<file path="src/rtl/bit_sync_updown_counter.sv">
// Parametrised up/down counter with modulus, parallel load, wrap/saturate mode,
// combinational terminal count for cascading and a registered boundary pulse.
module bit_sync_updown_counter #(
    parameter int N        = 4,
    parameter int MODULUS  = 16,
    parameter int SATURATE = 0
) (
    input  logic         CLK,
    input  logic         EN,
    input  logic         CE,
    input  logic         UP,
    input  logic         LD,
    input  logic [N-1:0] D,
    output logic [N-1:0] Q,
    output logic         TC,
    output logic         OVF
);

    localparam logic [N-1:0] MAX = N'(MODULUS - 1);

    logic [N-1:0] cnt_q, cnt_d;
    logic         ovf_q, ovf_d;
    logic         at_max;
    logic         at_zero;

    assign at_max  = (cnt_q == MAX);
    assign at_zero = (cnt_q == '0);

    always_comb begin
        cnt_d = cnt_q;
        ovf_d = 1'b0;
        if (LD) begin
            // Out-of-range load values clamp so Q can never exceed MAX.
            cnt_d = (D > MAX) ? MAX : D;
        end else if (CE) begin
            if (UP) begin
                if (!at_max) begin
                    cnt_d = cnt_q + 1'b1;
                end else begin
                    ovf_d = 1'b1;
                    if (SATURATE == 0) begin
                        cnt_d = '0;
                    end
                end
            end else begin
                if (!at_zero) begin
                    cnt_d = cnt_q - 1'b1;
                end else begin
                    ovf_d = 1'b1;
                    if (SATURATE == 0) begin
                        cnt_d = MAX;
                    end
                end
            end
        end
    end

    // EN doubles as the asynchronous active-low clear.
    always_ff @(posedge CLK or negedge EN) begin
        if (!EN) begin
            cnt_q <= '0;
            ovf_q <= 1'b0;
        end else begin
            cnt_q <= cnt_d;
            ovf_q <= ovf_d;
        end
    end

    // Zero-latency terminal count; gated by EN so a cleared stage never enables its successor.
    assign TC  = EN & CE & ~LD & ((UP & at_max) | (~UP & at_zero));
    assign Q   = cnt_q;
    assign OVF = ovf_q;

endmodule

</file>
<file path="config.mk">
export PLATFORM = sky130hd
export DESIGN_NAME = bit_sync_updown_counter
export DESIGN_NICKNAME = d
export VERILOG_FILES = /design/src/rtl/bit_sync_updown_counter.sv
export SDC_FILE = /design/constraint.sdc
export NUM_CORES = 1
export LEC_CHECK = 0
export CORE_AREA = 3 3 40 42
export DETAILED_ROUTE_END_ITERATION = 12
export DIE_AREA = 0 0 43 45
export PLACE_DENSITY_LB_ADDON = 0.2
export SLEW_MARGIN = 20
export SYNTH_ARGS = -nofsm -noshare
export SYNTH_HDL_FRONTEND = slang
export SYNTH_SLANG_ARGS = --single-unit
</file>
<file path="constraint.sdc">
create_clock -name CLK -period 1.8 [get_ports CLK]
set_input_delay 0.45 -clock CLK [delete_from_list [all_inputs] [get_ports CLK]]
set_output_delay 0.45 -clock CLK [all_outputs]
set_load 0.005 [all_outputs]
</file>
==> impl_metrics.env <==
export IMPL_worstSetupEndpointType="output port"
export IMPL_htree_levels=1
export IMPL_clk_latency_ps=240
export IMPL_required_ps=1350
export IMPL_powerDensity_nw_per_um2=712
export IMPL_setup_viol=1
export IMPL_async_reset_ff_share_pct=100
export IMPL_cts_clk_slew_worst_paths_ps=40
export IMPL_clkSinkCount=5
export IMPL_hp_class="primary input to async pin"
export IMPL_max_slew_margin_rel_pct=81.2
export IMPL_synth_edf_count=0
export IMPL_antenna_found_initial=0
export IMPL_fp_coreArea_um2=1280
export IMPL_fin_crit_ps=2030
export IMPL_first_global_vias=379
export IMPL_status="finished, violations left"
export IMPL_drtIter0Drc=14
export IMPL_dieArea_um2=1940
export IMPL_rsz0062_at_grt="yes"
export IMPL_ys_warnings_count=0
export IMPL_fillerInstances=138
export IMPL_syn_num_nets=49
export IMPL_start_util_pct=27.8
export IMPL_startpoint_type="flop"
export IMPL_grt_max_degree=9
export IMPL_crit_chain="inv_1 > ha_2 > nor4b_4 > a41oi_2 > nor3b_2 > and2_1 > buf_2"
export IMPL_cts_root_buffer="clkbuf_4"
export IMPL_route_detailed_drc=0
export IMPL_synth_area_um2=357
export IMPL_overflow=0
export IMPL_final_cell_area_um2=641
export IMPL_io_pins=15
export IMPL_cp_slowest_stage_delay_ps=370
export IMPL_place_gp_congestion=0.651
export IMPL_wl_per_cell_um=12.0
export IMPL_ant_nets=0
export IMPL_clock_skew_ps=0.892
export IMPL_ir_worst_vdd_mv=0.390
export IMPL_first_pass_iters=5
export IMPL_slowest_stage="dfrtp_1"
export IMPL_setup_slack_ps=-225
export IMPL_hold_viol=0
export IMPL_grt_pass1_wl_um=1680
export IMPL_area_growth_pct=79.6
export IMPL_crit_type="flop to output port"
export IMPL_grt_usage_pct=12.2
export IMPL_num_vias=392
export IMPL_syn_area_per_cell_um2=9.38
export IMPL_fp_dieH_um=45
export IMPL_antenna_cells=0
export IMPL_cts_tree="yes"
export IMPL_synth_seq_area_share_pct=35.1
export IMPL_cp_arrival_ps=1580
export IMPL_dp_hpwl_um=681
export IMPL_p_leak_nw=0.285
export IMPL_drive_above_1_share_pct=32.8
export IMPL_num_nets_final=79
export IMPL_syn_inst=38
export IMPL_drv_cap=0
export IMPL_fmax_ghz=0.494
export IMPL_cts_hold_buf=0
export IMPL_violations="negative setup slack"
export IMPL_viasPerCell=4.78
export IMPL_num_rows=13
export IMPL_slew_viol_final=0
export IMPL_utilization_pct=49.9
export IMPL_cts_buffers=3
export IMPL_tightest_slew_ps=278
export IMPL_critPathMaxFanout=2
export IMPL_cts_buffer_depth=2
export IMPL_ys_ff_latch=5
export IMPL_wl_um=980
export IMPL_io_buffer_count=14
export IMPL_ys_flop_type="dfrtp_1"
export IMPL_place_area_um2=578
export IMPL_holdWs_ps=491
export IMPL_die_w_um=43
export IMPL_synth_cell_type_count=21
export IMPL_finalCritPeriodShare_pct=113
[where the power goes]
group / switching, W / internal [W]
combinational: 0.0000778 / 0.000113
clock: 0.0000454 / 0.0000838
sequential: 0.0000104 / 0.000126
total: 0.000134 / 0.000322
[metrics by stage]
step	TNS [ps]	instances	worst slack (ps)	total power (W)
3_5_place_dp	-812	75	-728	0.000306
2_1_floorplan	0	38	75.2	0.000215
4_1_cts	-233	80	-233	0.000454
6_report	-225	82	-225	0.000456
3_3_place_gp	-772	75	-707	0.000305
5_1_grt	-306	82	-306	0.000490
[cell usage after synthesis, types with 2 or more instances]
library cell  instances  area (µm²)
nand2_1               5        18.8
ha_1                  2        25.0
dfrtp_1               5         125
inv_1                 3        11.3
nor2_1                2        7.51
xnor2_1               3        26.3
a21oi_1               2        10.0
o21ai_0               3        15.0
[cell families (layout without fill, tap and decap cells)]
family          Yosys count  in the layout  synth area share [%]
compound gates           10             10                  18.9
xor+xnor                  3              3                  7.37
fa+ha+maj                 2              2                  7.02
buf+inv                   4             33                  4.56
flops                     5              5                  35.1
mux                       2              2                  5.96
simple gates             12             12                  21.1
[worst max-delay path: cells and delay by family (launching register included)]
family | cells | cell delay (ps)
AO/OA/AOI/OAI | 1 | 70
adder cells (fa/ha/maj) | 1 | 180
flip-flops | 1 | 370
AND/OR/NAND/NOR | 3 | 550
buffers and inverters | 2 | 160
[flip-flops by register name (all words and copies together) (netlist names)]
name	flops
OVF	1
Q	4
[per-layer routing]
metal  track usage, %  up-vias  share of wire (%)
met1             15.4      177                 47
met3             3.59        0                5.8
met5                0        -                  0
met4             5.42        0                  0
li1                 -      196                  -
met2             19.5       19                 47
[final timing paths]
| kind | end | from | depth (start not counted) | slack [ps] |
|---|---|---|---|---|
| min reg2reg | Q[1] | Q[1] | 3 | 730 |
| min | OVF | EN | 2 | 490 |
| max in group asynchronous | Q[3] | EN | 2 | 1190 |
| max reg2reg | Q[3] | Q[0] | 8 | 250 |
| min in group CLK | Q[1] | Q[1] | 3 | 730 |
| max | TC | Q[0] | 7 | -230 |
[layout make-up]
class	count	area [µm²]	area share, %
Clock buffer	4	26.3	4.10
Multi-Input combinational cell	29	234	36.5
Inverter	3	11.3	1.76
Timing Repair Buffer	26	224	35.0
Tap cell	15	18.8	2.93
Sequential cell	5	126	19.7
[repair_timing]
item                                    4_1_cts  5_1_grt
endpoints found under the setup margin        1        2
setup buffers                                 1        2
pin swaps                                     3        3
gates cloned                                  0        0
gates resized for setup                       8        1
[placed cells by master, fill, tap and decap left out, types with 2 or more instances in the layout]
master,instances
clkdlybuf4s50_1,12
buf_4,12
nand2_1,5
dfrtp_1,4
inv_1,3
xnor2_1,3
o21ai_0,3
clkbuf_4,3
a21oi_1,2
nor2_1,2
No activity file was read; power rests on OpenSTA's default activity.
